`config.mk`:
```
export PLATFORM = sky130hd
export DESIGN_NAME = sprite_pixel_writer_flat
export DESIGN_NICKNAME = d
export VERILOG_FILES = /design/src/rtl/sprite_pixel_writer_if.sv /design/src/rtl/sprite_pixel_writer.sv /design/src/flat_wrapper.sv
export SDC_FILE = /design/constraint.sdc
export NUM_CORES = 1
export LEC_CHECK = 0
export CAP_MARGIN = 30
export CORE_UTILIZATION = 32
export DETAILED_ROUTE_END_ITERATION = 10
export GPL_ROUTABILITY_DRIVEN = 0
export GPL_TIMING_DRIVEN = 0
export SLEW_MARGIN = 20
export SYNTH_ARGS = -nofsm -noshare
export SYNTH_HDL_FRONTEND = slang
export SYNTH_SLANG_ARGS = --single-unit
```
`constraint.sdc`:
```
create_clock -name clk -period 7.09 [get_ports clk]
set_input_delay 1.0635 -clock clk [delete_from_list [all_inputs] [get_ports clk]]
set_output_delay 1.0635 -clock clk [all_outputs]
set_load 0.05 [all_outputs]
```
`src/rtl/sprite_pixel_writer_if.sv`:
```
// Scanner / ROM / frame-buffer bundle for sprite_pixel_writer.
// master = environment side (scanner, sprite ROM, vga_adapter); slave = the writer.
interface sprite_pixel_writer_if;
  logic        in_valid;
  logic [8:0]  in_x;
  logic [7:0]  in_y;
  logic        in_last;
  logic        mirror;
  logic [13:0] rom_addr;
  logic [2:0]  rom_q;
  logic [8:0]  vga_x;
  logic [7:0]  vga_y;
  logic [2:0]  vga_colour;
  logic        vga_plot;
  logic        busy;
  logic        done;
  logic [14:0] plotted_count;

  modport master (
    output in_valid, in_x, in_y, in_last, mirror, rom_q,
    input  rom_addr, vga_x, vga_y, vga_colour, vga_plot, busy, done, plotted_count
  );

  modport slave (
    input  in_valid, in_x, in_y, in_last, mirror, rom_q,
    output rom_addr, vga_x, vga_y, vga_colour, vga_plot, busy, done, plotted_count
  );
endinterface

```
`src/rtl/sprite_pixel_writer.sv`:
```
// Sprite pixel writer: turns raster-ordered sprite coordinates into sprite ROM
// addresses (optionally mirrored), delays the coordinates to meet the ROM data,
// drops transparent / off-screen pixels and drives the vga_adapter write port.
module sprite_pixel_writer #(
  parameter int         SPRITE_W       = 80,
  parameter int         SPRITE_H       = 120,
  parameter int         ROM_LATENCY    = 2,
  parameter bit         TRANSPARENT_EN = 1'b1,
  parameter logic [2:0] KEY_COLOUR     = 3'b111
) (
  input logic                  clk,
  input logic                  reset,
  sprite_pixel_writer_if.slave bus
);

  localparam int COL_W = $clog2(SPRITE_W);
  localparam int ROW_W = $clog2(SPRITE_H);
  localparam int CNT_W = $clog2(ROM_LATENCY + 2);
  localparam logic [13:0]      W14     = 14'(SPRITE_W);
  localparam logic [COL_W-1:0] COL_MAX = COL_W'(SPRITE_W - 1);
  localparam logic [ROW_W-1:0] ROW_MAX = ROW_W'(SPRITE_H - 1);
  localparam logic [CNT_W-1:0] DRAIN_LAST = CNT_W'(ROM_LATENCY);

  typedef enum logic [1:0] {S_IDLE, S_RUN, S_DRAIN} state_t;

  state_t           r_state;
  state_t           w_state_nxt;
  logic [CNT_W-1:0] r_drain_cnt;
  logic             r_done;
  logic             w_done_nxt;
  logic             w_accept;
  logic             w_first;
  logic             w_to_idle;

  logic             r_mir;
  logic             w_mir;
  logic [COL_W-1:0] r_col;
  logic [ROW_W-1:0] r_row;
  logic [13:0]      r_row_base;
  logic [13:0]      w_col_off;

  logic             r_vld_p [ROM_LATENCY];
  logic [8:0]       r_x_p   [ROM_LATENCY];
  logic [7:0]       r_y_p   [ROM_LATENCY];

  logic             w_plot;
  logic [8:0]       r_vga_x;
  logic [7:0]       r_vga_y;
  logic [2:0]       r_vga_colour;
  logic             r_vga_plot;
  logic [14:0]      r_plotted;

  function automatic logic [14:0] sat_inc15(input logic [14:0] v);
    return (v == 15'h7FFF) ? v : v + 15'd1;
  endfunction

  function automatic logic plot_ok(input logic vld, input logic [8:0] x,
                                   input logic [7:0] y, input logic [2:0] c);
    logic keyed;
    keyed = TRANSPARENT_EN && (c == KEY_COLOUR);
    return vld && (x < 9'd320) && (y < 8'd240) && !keyed;
  endfunction

  // State register plus drain timer (counts cycles spent in DRAIN).
  always_ff @(posedge clk) begin
    if (!reset) begin
      r_state     <= S_IDLE;
      r_done      <= 1'b0;
      r_drain_cnt <= '0;
    end else begin
      r_state <= w_state_nxt;
      r_done  <= w_done_nxt;
      if (r_state == S_DRAIN) r_drain_cnt <= r_drain_cnt + CNT_W'(1);
      else                    r_drain_cnt <= '0;
    end
  end

  // Next-state logic: accept pixels outside DRAIN, leave DRAIN once the last pixel is out.
  always_comb begin
    w_state_nxt = r_state;
    w_accept    = 1'b0;
    w_done_nxt  = 1'b0;
    case (r_state)
      S_IDLE: begin
        if (bus.in_valid) begin
          w_accept    = 1'b1;
          w_state_nxt = bus.in_last ? S_DRAIN : S_RUN;
        end
      end
      S_RUN: begin
        if (bus.in_valid) begin
          w_accept = 1'b1;
          if (bus.in_last) w_state_nxt = S_DRAIN;
        end
      end
      S_DRAIN: begin
        if (r_drain_cnt == DRAIN_LAST) begin
          w_state_nxt = S_IDLE;
          w_done_nxt  = 1'b1;
        end
      end
      default: w_state_nxt = S_IDLE;
    endcase
  end

  assign w_first   = (r_state == S_IDLE) && bus.in_valid;
  assign w_to_idle = (r_state != S_IDLE) && (w_state_nxt == S_IDLE);

  // Mirror request is captured with the first pixel and held for the whole sprite.
  always_ff @(posedge clk) begin
    if (!reset)       r_mir <= 1'b0;
    else if (w_first) r_mir <= bus.mirror;
  end

  // Column / row walk through the sprite; row_base tracks row*SPRITE_W without a multiplier.
  always_ff @(posedge clk) begin
    if (!reset || w_to_idle) begin
      r_col      <= '0;
      r_row      <= '0;
      r_row_base <= '0;
    end else if (w_accept) begin
      if (r_col == COL_MAX) begin
        r_col <= '0;
        if (r_row == ROW_MAX) begin
          r_row      <= '0;
          r_row_base <= '0;
        end else begin
          r_row      <= r_row + ROW_W'(1);
          r_row_base <= r_row_base + W14;
        end
      end else begin
        r_col <= r_col + COL_W'(1);
      end
    end
  end

  // Stage p0 input: address is combinational so the ROM sees it in the accept cycle.
  assign w_mir        = (r_state == S_IDLE) ? bus.mirror : r_mir;
  assign w_col_off    = w_mir ? (14'(COL_MAX) - 14'(r_col)) : 14'(r_col);
  assign bus.rom_addr = r_row_base + w_col_off;

  // Valid chain, cleared on reset so in-flight pixels never reach the frame buffer.
  always_ff @(posedge clk) begin
    if (!reset) begin
      for (int i = 0; i < ROM_LATENCY; i++) r_vld_p[i] <= 1'b0;
    end else begin
      r_vld_p[0] <= w_accept;
      for (int i = 1; i < ROM_LATENCY; i++) r_vld_p[i] <= r_vld_p[i-1];
    end
  end

  // Coordinate chain, ROM_LATENCY deep so the tail lines up with rom_q.
  always_ff @(posedge clk) begin
    r_x_p[0] <= bus.in_x;
    r_y_p[0] <= bus.in_y;
    for (int i = 1; i < ROM_LATENCY; i++) begin
      r_x_p[i] <= r_x_p[i-1];
      r_y_p[i] <= r_y_p[i-1];
    end
  end

  // Stage p[ROM_LATENCY-1] -> output register: clip, colour-key, count writes.
  assign w_plot = plot_ok(r_vld_p[ROM_LATENCY-1], r_x_p[ROM_LATENCY-1],
                          r_y_p[ROM_LATENCY-1], bus.rom_q);

  // Output register towards vga_adapter and the per-sprite write counter.
  always_ff @(posedge clk) begin
    if (!reset) begin
      r_vga_x      <= '0;
      r_vga_y      <= '0;
      r_vga_colour <= '0;
      r_vga_plot   <= 1'b0;
      r_plotted    <= '0;
    end else begin
      r_vga_x      <= r_x_p[ROM_LATENCY-1];
      r_vga_y      <= r_y_p[ROM_LATENCY-1];
      r_vga_colour <= bus.rom_q;
      r_vga_plot   <= w_plot;
      if (w_first)     r_plotted <= '0;
      else if (w_plot) r_plotted <= sat_inc15(r_plotted);
    end
  end

  assign bus.vga_x         = r_vga_x;
  assign bus.vga_y         = r_vga_y;
  assign bus.vga_colour    = r_vga_colour;
  assign bus.vga_plot      = r_vga_plot;
  assign bus.plotted_count = r_plotted;
  assign bus.busy          = (r_state != S_IDLE);
  assign bus.done          = r_done;

endmodule
```
`src/flat_wrapper.sv`:
```
// flat-port wrapper written by rule: the top's interface ports become plain ports
module sprite_pixel_writer_flat 
#(
  parameter int         SPRITE_W       = 80,
  parameter int         SPRITE_H       = 120,
  parameter int         ROM_LATENCY    = 2,
  parameter bit         TRANSPARENT_EN = 1'b1,
  parameter logic [2:0] KEY_COLOUR     = 3'b111
)
  (clk, reset, bus_in_valid, bus_in_x, bus_in_y, bus_in_last, bus_mirror, bus_rom_q, bus_rom_addr, bus_vga_x, bus_vga_y, bus_vga_colour, bus_vga_plot, bus_busy, bus_done, bus_plotted_count);
  sprite_pixel_writer_if bus_i ();
  input logic clk;
  input logic reset;
  input wire logic [$bits(bus_i.in_valid)-1:0] bus_in_valid;
  input wire logic [$bits(bus_i.in_x)-1:0] bus_in_x;
  input wire logic [$bits(bus_i.in_y)-1:0] bus_in_y;
  input wire logic [$bits(bus_i.in_last)-1:0] bus_in_last;
  input wire logic [$bits(bus_i.mirror)-1:0] bus_mirror;
  input wire logic [$bits(bus_i.rom_q)-1:0] bus_rom_q;
  output wire logic [$bits(bus_i.rom_addr)-1:0] bus_rom_addr;
  output wire logic [$bits(bus_i.vga_x)-1:0] bus_vga_x;
  output wire logic [$bits(bus_i.vga_y)-1:0] bus_vga_y;
  output wire logic [$bits(bus_i.vga_colour)-1:0] bus_vga_colour;
  output wire logic [$bits(bus_i.vga_plot)-1:0] bus_vga_plot;
  output wire logic [$bits(bus_i.busy)-1:0] bus_busy;
  output wire logic [$bits(bus_i.done)-1:0] bus_done;
  output wire logic [$bits(bus_i.plotted_count)-1:0] bus_plotted_count;
  assign bus_i.in_valid = bus_in_valid;
  assign bus_i.in_x = bus_in_x;
  assign bus_i.in_y = bus_in_y;
  assign bus_i.in_last = bus_in_last;
  assign bus_i.mirror = bus_mirror;
  assign bus_i.rom_q = bus_rom_q;
  assign bus_rom_addr = bus_i.rom_addr;
  assign bus_vga_x = bus_i.vga_x;
  assign bus_vga_y = bus_i.vga_y;
  assign bus_vga_colour = bus_i.vga_colour;
  assign bus_vga_plot = bus_i.vga_plot;
  assign bus_busy = bus_i.busy;
  assign bus_done = bus_i.done;
  assign bus_plotted_count = bus_i.plotted_count;
  sprite_pixel_writer #(.SPRITE_W(SPRITE_W), .SPRITE_H(SPRITE_H), .ROM_LATENCY(ROM_LATENCY), .TRANSPARENT_EN(TRANSPARENT_EN), .KEY_COLOUR(KEY_COLOUR)) u_core (.clk(clk), .reset(reset), .bus(bus_i));
endmodule
```
==> qor.csv, run 1 <==
stage,metric,value,unit
floorplanning,die_w,115,um
logic_synthesis,ys_top_cells_by_area,"dfxtp_1 (50%), xnor2_1 (7.3%), nor2_1 (4.4%)",
clock_tree,cts_tree,built,
clock_tree,cts_setup_buffers,0,
routing,routedWlPerCell,11.9,um
cells_and_area,drive_gt1_share,9.58,%
power,power_leakage,2.00,nW
setup_path,cp-start-kind,primary input,
job,maxCapViolCount,0,
timing,min_period,6.12,ns
routing,routed_wl,7950,um
timing,hold_ws,0.327,ns
floorplanning,coreArea,0.0122,mm2
global_routing,antenna_found_initial,0,
routing,vias,3003,
logic_synthesis,synth_area,0.00408,mm2
power,finalPower,1.20,mW
global_routing,grt_usage,13.0,%
floorplanning,fp.dieH,115,um
clock_tree,clk_path_buf_depth,2,
timing,setup_viol,0,
cells_and_area,num-nets-final,534,
clock_tree,clk_pin_slew,0.07,ns
timing,maxSlewHeadroom,63.6,%
clock_tree,cts_hold_buffers,0,
power,powerDensity,225,mW/mm2
placed_design,place_ws,0.963,ns
run_status,outcome,"finished, final reports clean",
routing,detail-route-antenna-nets,0,
logic_synthesis,ys_seq_area_share,50.0,%
logic_synthesis,syn_inst,409,
logic_synthesis,ys_seq_elements,102,
power,vdd_drop_max,160,uV
clock_tree,cts_resized,0,
global_routing,grt_pass1_vias,2852,
timing,drv_slew,0,
clock_tree,clkSinkCount,102,
global_routing,grt_max_degree,20,
clock_tree,clock_latency,0.34,ns
logic_synthesis,synthDistinctLibCells,57,
setup_path,worstPathMaxFanout,10,
routing,viasPerCell,4.49,
setup_path,worstReg2RegStart,u_core.r_col[5],
placed_design,dp_hpwl,5890,um
floorplanning,initial_core_util,33.4,%
setup_path,r2r_cells,9,
global_routing,grt_pass1_wl,13600,um
cells_and_area,area_growth,31.0,%
logic_synthesis,yosysWarnings,0,
logic_synthesis,synth_ff_type,dfxtp_1,
logic_synthesis,yosysTopAreaCellShare,50.0,%
routing,drc,0,
timing,setup_tns,0,ns
logic_synthesis,async_flop_share,0,%
min_path,hp-class,flip-flop to flip-flop,
timing,worst_slack,0.973,ns
floorplanning,rows,40,
logic_synthesis,synth.net_count,447,
setup_path,cp-end-kind,output pin,
global_routing,grt-ovfl-total,0,
setup_path,crit_arrival,5.05,ns
timing,clock.fmax,0.163,GHz
clock_tree,cts_max_level,3,
routing,first_iter_violations,83,
placed_design,portBuffers,76,
timing,skew,0.00760,ns
setup_path,crit_required,6.03,ns
setup_path,critical_path_class,primary input to output pin,
logic_synthesis,synth_largest_area_cell,dfxtp_1,
floorplanning,ios,77,
min_path,min-delay-start,u_core.r_x_p[0][3],
timing,rsz0062_at_grt,no,
floorplanning,dieArea,0.0132,mm2
min_path,worstHoldPathCells,0,
logic_synthesis,synth_edf_count,0,
clock_tree,cts_inserted_buffers,9,
clock_tree,cts_root_buf,clkbuf_16,
routing,first_pass_iters,4,
timing,worst_pin_slew,0.532,ns
setup_path,cp-startpoint,bus_mirror,
timing,post-route-period-util,86.3,%
logic_synthesis,avgSynthCellArea,9.98,um2
cells_and_area,antenna_cells,0,
timing,hold_violations,0,
-- worst max-delay path, stage by stage --
cell	delay (ns)
clkdlybuf4s50_1	0.49
or3b_4	0.44
and2_4	0.17
buf_6	0.14
mux2_2	0.29
ha_1	0.28
a21oi_1	0.28
o21bai_1	0.19
a221oi_2	0.47
mux2i_1	0.27
xnor2_1	0.15
clkdlybuf4s50_1	0.82
-- stage by stage --
step / utilization [%] / cell area, um2 / cells
global placement: 41.4 / 5050 / 653
detailed placement: 41.4 / 5050 / 653
finish: 43.8 / 5350 / 669
global route: 43.8 / 5350 / 669
CTS: 43.8 / 5350 / 669
floorplan: - / 4080 / 409
-- power breakdown --
part	switching, mW	internal (mW)	total [mW]	leakage, nW
Clock	0.225	0.249	0.474	0.144
Combinational	0.0779	0.0522	0.130	1.01
Sequential	0.00613	0.592	0.598	0.841
-- path summary, 6_finish.rpt --
path | slack (ns) | endpoint
hold reg to reg | 0.33 | u_core.r_x_p[0][12]
setup reg to reg | 4.91 | u_core.r_row_base[10]
hold / removal | 0.33 | u_core.r_x_p[0][12]
setup / recovery | 0.97 | bus_rom_addr[11]
-- cells in the final DEF, fill, tap and decap left out, types with 7 or more instances in the layout --
cell and count:
nand2_1 23, xnor2_1 34, clkbuf_16 9, xor2_1 16, and2_1 21, nor2_1 48, o21ai_0 7, a21oi_1 11
dfxtp_1 102, a211oi_1 7, clkbuf_1 10, nand3_1 14, inv_1 10, nand4_1 10, ha_1 13, clkdlybuf4s50_1 76
nor3_1 9
-- final cells by class --
class,instances,area [um2]
Fill cell,1236,6860
Sequential cell,102,2040
Multi-Input combinational cell,276,1870
Timing Repair Buffer,76,761
Clock buffer,10,229
Tap cell,168,210
Buffer,21,133
Clock inverter,6,67.6
Inverter,10,37.5
-- Yosys cell counts (all sizes together) (9+ instances only) --
library cell	instances
nand4	10
clkbuf	9
nor2	51
buf	12
nand3	14
xnor2	34
nand2	23
o21ai	10
dfxtp	102
nor3	10
xor2	16
and2	23
inv	10
ha	13
a21oi	12
-- sequential cells by signal, indices dropped and copies added (netlist names) --
register,cells
u_core.bus.vga_plot,1
u_core.r_drain_cnt,2
u_core.r_x_p,18
u_core.r_y_p,16
u_core.r_mir,1
u_core.r_row_base,10
u_core.r_vld_p,2
u_core.bus.done,1
u_core.bus.vga_x,9
u_core.r_state,2
u_core.r_row,7
u_core.bus.plotted_count,15
u_core.bus.vga_y,8
u_core.r_col,7
u_core.bus.vga_colour,3
-- routing by layer --
metal	wire [um]	vias up	global-route usage [%]	part of all wire, %
li1	-	1561	-	-
met1	3730	1354	16.8	47
met2	3510	78	20.0	44
met3	608	10	4.59	7.7
met4	98	0	5.19	1.2
met5	0	-	0	0
-- cell families (layout without fill, tap and decap cells) --
family / count (synthesis) / count (layout) / synth area share (%)
compound gates: 40 / 40 / 7.39
xor+xnor: 50 / 50 / 10.7
fa+ha+maj: 13 / 13 / 3.98
buf+inv: 31 / 123 / 4.17
flops: 102 / 102 / 50.0
mux: 8 / 8 / 2.02
other cells: 1 / 1 / 0.0919
simple gates: 164 / 164 / 21.6
Note: power is estimated with default switching activity, not from simulation.
==> run 2: changes to the inputs <==
--- a/config.mk
+++ b/config.mk
@@ -6,7 +6,8 @@
 export NUM_CORES = 1
 export LEC_CHECK = 0
 export CAP_MARGIN = 30
-export CORE_UTILIZATION = 32
+export CORE_UTILIZATION = 35
+export CTS_CLUSTER_SIZE = 24
 export DETAILED_ROUTE_END_ITERATION = 10
 export GPL_ROUTABILITY_DRIVEN = 0
 export GPL_TIMING_DRIVEN = 0
@@ -14,3 +15,4 @@
 export SYNTH_ARGS = -nofsm -noshare
 export SYNTH_HDL_FRONTEND = slang
 export SYNTH_SLANG_ARGS = --single-unit
+export TNS_END_PERCENT = 50
==> run 2 against run 1 <==
Effect of this change:
- clock power rose by 4.2%
- largest cell class unchanged
- wire length increased by 1.6%
- first-iteration DRC count rose by 42%
- largest power group unchanged
- sequential power about the same
- core utilization is 3.1 points higher
==> qor.csv, run 2 (same netlist as run 1, synthesis figures left out) <==
stage,metric,value,unit,change
cells_and_area,nFillCells,1092,,-12%
power,internal_power,0.897,mW,+0.45%
power,seqPwrFrac,49.0,%,-0.8 points
routing,vias,3009,,+0.20%
clock_tree,cts_setup_buffers,0,,unchanged
timing,clock.fmax,0.164,GHz,+0.46%
clock_tree,cts_tree,built,,
global_routing,grt-ovfl-total,0,,unchanged
job,maxCapViolCount,0,,unchanged
timing,post-route-period-util,85.9,%,-0.39 points
timing,setup_viol,0,,unchanged
timing,min_period,6.09,ns,-0.0278 ns
cells_and_area,final_area,0.00533,mm2,-0.37%
min_path,worstHoldPathCells,0,,unchanged
cells_and_area,mostFrequentLayoutCell,dfxtp_1,,
floorplanning,rows,39,,-2.5%
timing,skew,0.00667,ns,-0.000933 ns
setup_path,cp_num_buf_inv,3,,unchanged
setup_path,cpMaxStageDelayCell,clkdlybuf4s50_1,,
clock_tree,cts_max_level,3,,unchanged
power,powerDensity,229,mW/mm2,+2.0%
clock_tree,clock_latency,0.34,ns,about the same
setup_path,critical_path_class,primary input to output pin,,
setup_path,max_stage_delay,0.82,ns,about the same
timing,hold_violations,0,,unchanged
timing,worst_pin_slew,0.539,ns,+0.00702 ns
clock_tree,clk_pin_slew,0.07,ns,about the same
min_path,hp-class,flip-flop to flip-flop,,
cells_and_area,antenna_cells,0,,unchanged
run_status,outcome,"finished, final reports clean",,
setup_path,worstPathMaxFanout,10,,unchanged
cells_and_area,final_cell_mix,"dfxtp_1 (102), clkdlybuf4s50_1 (76), nor2_1 (48), xnor2_1 (34), nand2_1 (23)",,
setup_path,critPathMostFrequentCell,clkdlybuf4s50_1,,
global_routing,grt_pass1_wl,13100,um,-3.7%
power,pwr-share-clk,40.4,%,+1.0 points
timing,worst_slack,1.00,ns,+0.0278 ns
setup_path,cp-end-kind,output pin,,
global_routing,grt_max_degree,22,,+10%
clock_tree,cts_inserted_buffers,9,,unchanged
setup_path,crit_chain,clkdlybuf4s50_1 -> or3b_4 -> and2_4 -> buf_6 -> mux2_2 -> ha_1 -> a21oi_1 -> o21bai_1 -> a221oi_2 -> mux2i_1 -> xnor2_1 -> clkdlybuf4s50_1,,
setup_path,cp-start-kind,primary input,,
cells_and_area,finalNonFillerCells,644,,-3.7%
clock_tree,clkSinkCount,102,,unchanged
global_routing,grt_usage,14.0,%,+1.0 points
routing,detail-route-antenna-nets,0,,unchanged
clock_tree,clk_path_buf_depth,2,,unchanged
placed_design,portBuffers,76,,unchanged
setup_path,r2r_cells,9,,unchanged
placed_design,dp_hpwl,5860,um,-0.61%
power,power_leakage,2.00,nW,+0.20%
power,combinationalPowerShare,10.6,%,-0.2 points
setup_path,worstReg2RegStart,u_core.r_col[4],,
clock_tree,cts_hold_buffers,0,,unchanged
cells_and_area,drive_gt1_share,9.78,%,+0.20 points
setup_path,rrSetupSlack,4.88,ns,-0.03 ns
cells_and_area,num-nets-final,534,,unchanged
power,swShare,26.6,%,+0.88 points
power,p_sw,0.325,mW,+5.1%
routing,viasPerCell,4.67,,+4.1%
placed_design,place_ws,0.981,ns,+0.0183 ns
cells_and_area,area_growth,30.6,%,
floorplanning,die_w,110,um,-4.3%
setup_path,path_delay_family,buffers and inverters,,
min_path,min-delay-start,u_core.r_x_p[0][5],,
routing,first_iter_violations,118,,+42%
routing,routedWlPerCell,12.5,um,+5.6%
cells_and_area,multi_input_comb_area,0.00187,mm2,unchanged
cells_and_area,seqCellArea,0.00204,mm2,unchanged
timing,rsz0062_at_grt,no,,
timing,drv_slew,0,,unchanged
floorplanning,dieArea,0.0121,mm2,-8.4%
cells_and_area,top_register,u_core.r_x_p,,
power,vdd_drop_max,151,uV,-5.3%
placed_design,place_inst,628,,-3.8%
routing,drc,0,,unchanged
setup_path,crit_arrival,5.03,ns,-0.02 ns
floorplanning,coreArea,0.0114,mm2,-6.9%
floorplanning,ios,77,,unchanged
global_routing,antenna_found_initial,0,,unchanged
global_routing,grt_pass1_vias,2737,,-4.0%
timing,setup_tns,0,ns,unchanged
setup_path,crit_required,6.03,ns,about the same
min_path,min_to,u_core.r_x_p[0][14],,
clock_tree,cts_root_buf,clkbuf_16,,
clock_tree,cts_resized,0,,unchanged
floorplanning,fp.dieH,110,um,-4.3%
setup_path,r2r-end,u_core.r_row[5],,
routing,routed_wl,8080,um,+1.6%
timing,maxSlewHeadroom,63.9,%,+0.34 points
cells_and_area,postLayoutCoreUtil,46.9,%,+3.1 points
placed_design,dpl_cell_area,0.00502,mm2,-0.62%
routing,first_pass_iters,4,,unchanged
floorplanning,initial_core_util,35.9,%,+2.5 points
cells_and_area,largest_register_ffs,18,,unchanged
-- run 2: cell count changes in the layout (fill, tap and decap cells not counted), sizes merged --
cell,before,now
clkbuf,19,18
clkinv,3,2
inv,13,14
clkinvlp,0,1
-- run 2: worst max-delay path by stage --
stage,from,to,slack (ns),cells after the start
2_1_floorplan,bus_mirror,bus_rom_addr[11],1.97,10
3_3_place_gp,bus_mirror,bus_rom_addr[11],0.98,12
3_5_place_dp,bus_mirror,bus_rom_addr[11],0.98,12
4_1_cts,bus_mirror,bus_rom_addr[11],0.97,12
5_1_grt,bus_mirror,bus_rom_addr[11],0.78,12
6_report,bus_mirror,bus_rom_addr[11],1.00,12
-- run 2: final cells by class --
type,instances,share of cell area (%)
timing repair buffer,76,14.3
tap,143,3.36
multi-input combinational,276,35.1
buffer,21,2.49
sequential,102,38.3
clock inverter,7,1.55
clock buffer,9,4.23
inverter,10,0.704
-- run 2: per-stage QoR --
step	total power, mW	hold WS, ns
floorplan	0.695	0.310
global placement	0.742	0.311
detailed placement	0.742	0.312
CTS	1.24	0.329
global route	1.28	0.333
finish	1.22	0.328
-- run 2: power groups by stage --
stage                     Sequential [mW]  Combinational [mW]  Clock, mW
after floorplan                     0.633              0.0623          0
after global routing                0.600               0.139      0.538
after global placement              0.611               0.130          0
final                               0.598               0.130      0.494
after CTS                           0.599               0.131      0.506
after detailed placement            0.612               0.131          0
-- run 2: routing by layer --
layer  up-vias  GRT usage (%)  wire, um
met5         -              0         0
met3        10           5.41       518
met4         0           4.00        98
met2        64           21.7      3560
met1      1376           18.2      3900
li1       1559              -         -
==> run 3: changes to the inputs <==
--- a/config.mk
+++ b/config.mk
@@ -11,6 +11,7 @@
 export DETAILED_ROUTE_END_ITERATION = 10
 export GPL_ROUTABILITY_DRIVEN = 0
 export GPL_TIMING_DRIVEN = 0
+export PLACE_DENSITY = 0.59
 export SLEW_MARGIN = 20
 export SYNTH_ARGS = -nofsm -noshare
 export SYNTH_HDL_FRONTEND = slang
==> run 3 against run 2 <==
Effect of this change:
- worst setup slack got worse by 0.074 ns
- wire length is 4.3% lower
- critical path depth stayed put
- global-route usage down 0.28 points
- combinational power barely moved
- clock skew shrank 0.0020 ns
- die area unchanged
- total power is 2.0% lower
- register-to-register slack better by 0.02 ns
- clock power is 4.9% lower
- sequential power about the same
- hold slack is essentially flat
- critical path type unchanged
==> qor.csv, run 3 (same netlist as run 1, synthesis figures left out) <==
stage,metric,value,unit,change
timing,post-route-period-util,86.9,%,+1.0 points
run_status,outcome,"finished, final reports clean",,
power,finalPower,1.20,mW,-2.0%
floorplanning,initial_core_util,35.9,%,unchanged
cells_and_area,top_register,u_core.r_x_p,,
global_routing,grt_max_degree,20,,-9.1%
routing,first_pass_iters,6,,+2
cells_and_area,area_growth,30.0,%,
floorplanning,die_w,110,um,unchanged
cells_and_area,final_cell_mix,"dfxtp_1 (102), clkdlybuf4s50_1 (76), nor2_1 (48), xnor2_1 (34), nand2_1 (23)",,
job,maxCapViolCount,0,,unchanged
setup_path,cp_num_buf_inv,3,,unchanged
setup_path,crit_arrival,5.10,ns,+0.07 ns
timing,clock.fmax,0.162,GHz,-1.2%
clock_tree,clock_latency,0.34,ns,about the same
cells_and_area,num-nets-final,534,,unchanged
setup_path,max_stage_delay,0.82,ns,about the same
routing,vias,2989,,-0.66%
clock_tree,cts_tree,built,,
cells_and_area,drive_gt1_share,9.58,%,-0.20 points
routing,highest_layer,met4,,
setup_path,critPathMostFrequentCell,clkdlybuf4s50_1,,
clock_tree,clkSinkCount,102,,unchanged
timing,setup_viol,0,,unchanged
setup_path,crit_chain,clkdlybuf4s50_1 -> or3b_4 -> and2_4 -> buf_6 -> mux2_2 -> ha_1 -> a21oi_1 -> o21bai_1 -> a221oi_2 -> mux2i_1 -> xnor2_1 -> clkdlybuf4s50_1,,
clock_tree,cts_hold_buffers,0,,unchanged
timing,min_period,6.16,ns,+0.0737 ns
floorplanning,dieArea,0.0121,mm2,unchanged
clock_tree,cts_setup_buffers,0,,unchanged
clock_tree,cts_max_level,3,,unchanged
floorplanning,fp.dieH,110,um,unchanged
global_routing,grt-ovfl-total,0,,unchanged
placed_design,dpl_cell_area,0.00502,mm2,unchanged
clock_tree,clk_path_buf_depth,2,,unchanged
setup_path,cp-end-kind,output pin,,
setup_path,worstPathMaxFanout,10,,unchanged
cells_and_area,antenna_cells,0,,unchanged
timing,hold_violations,0,,unchanged
timing,skew,0.00469,ns,-0.00197 ns
placed_design,portBuffers,76,,unchanged
routing,drc,0,,unchanged
clock_tree,cts_root_buf,clkbuf_16,,
clock_tree,clk_pin_slew,0.07,ns,about the same
cells_and_area,final_area,0.00531,mm2,-0.40%
setup_path,cp-start-kind,primary input,,
clock_tree,cts_inserted_buffers,9,,unchanged
setup_path,cpMaxStageDelayCell,clkdlybuf4s50_1,,
routing,first_iter_violations,115,,-2.5%
floorplanning,rows,39,,unchanged
global_routing,grt_pass1_wl,13000,um,-1.2%
timing,hold_ws,0.328,ns,-0.000152 ns
power,power_leakage,2.00,nW,-0.28%
routing,wl_met2,3320,um,-6.8%
routing,wl_met3,559,um,+7.9%
floorplanning,ios,77,,unchanged
routing,detail-route-antenna-nets,0,,unchanged
cells_and_area,mostFrequentLayoutCell,dfxtp_1,,
routing,routed_wl,7730,um,-4.3%
timing,drv_slew,0,,unchanged
cells_and_area,largest_register_ffs,18,,unchanged
floorplanning,coreArea,0.0114,mm2,unchanged
setup_path,path_delay_family,buffers and inverters,,
clock_tree,cts_resized,0,,unchanged
power,powerDensity,226,mW/mm2,-1.6%
placed_design,dp_hpwl,5730,um,-2.3%
routing,wl_met1,3700,um,-5.1%
setup_path,critical_path_class,primary input to output pin,,
timing,setup_tns,0,ns,unchanged
power,vdd_drop_max,162,uV,+7.0%
timing,rsz0062_at_grt,no,,
timing,worst_pin_slew,0.570,ns,+0.0306 ns
min_path,hp-class,flip-flop to flip-flop,,
global_routing,grt_usage,13.8,%,-0.28 points
global_routing,grt_pass1_vias,2796,,+2.2%
timing,maxSlewHeadroom,61.0,%,-2.9 points
setup_path,crit_required,6.03,ns,about the same
global_routing,antenna_found_initial,0,,unchanged
routing,routedWlPerCell,12.0,um,-4.3%
routing,viasPerCell,4.64,,-0.66%
[run 3: metal layers]
| metal | vias to the layer above | global-route usage [%] |
|---|---|---|
| met5 | - | 0 |
| met4 | 0 | 6.29 |
| met3 | 16 | 4.70 |
| met2 | 68 | 20.6 |
| met1 | 1342 | 17.8 |
| li1 | 1563 | - |
[run 3: metrics by stage]
| step | util, % | worst slack, ns | std cells |
|---|---|---|---|
| 4_1_cts | 46.7 | 0.933 | 644 |
| 3_5_place_dp | 44.2 | 0.945 | 628 |
| 3_3_place_gp | 44.2 | 0.967 | 628 |
| 2_1_floorplan | - | 1.97 | 409 |
| 6_report | 46.7 | 0.927 | 644 |
| 5_1_grt | 46.7 | 0.808 | 644 |
[run 3: cell type report]
type / count / area, um2
clock buffers: 10 / 229
flip-flops and latches: 102 / 2040
fillers: 1086 / 6060
well taps: 143 / 179
inverters: 10 / 37.5
plain buffers: 21 / 133
clock inverters: 6 / 57.6
repair buffers: 76 / 761
multi-input cells: 276 / 1870
[run 3: path summary, 6_finish.rpt]
path | startpoint | end | slack (ns) | depth (start not counted)
setup reg to reg | u_core.r_col[4] | u_core.r_row_base[6] | 4.90 | 9
setup / recovery | bus_mirror | bus_rom_addr[11] | 0.93 | 12
hold / removal | u_core.r_x_p[0][2] | u_core.r_x_p[0][11] | 0.33 | 0
hold reg to reg | u_core.r_x_p[0][2] | u_core.r_x_p[0][11] | 0.33 | 0
[run 3: worst reg2reg max path: stages (launching register included)]
cell and delay [ns]:
dfxtp_1 0.37, inv_1 0.08, ha_1 0.15, ha_1 0.15, nand4_1 0.26, or2_1 0.31
buf_6 0.14, o21bai_2 0.25, buf_2 0.29, nor2_1 0.08
[run 3: power breakdown]
group          internal, mW  switching [mW]
logic                0.0521          0.0776
clock network         0.248           0.222
registers             0.592         0.00599
total                 0.892           0.306
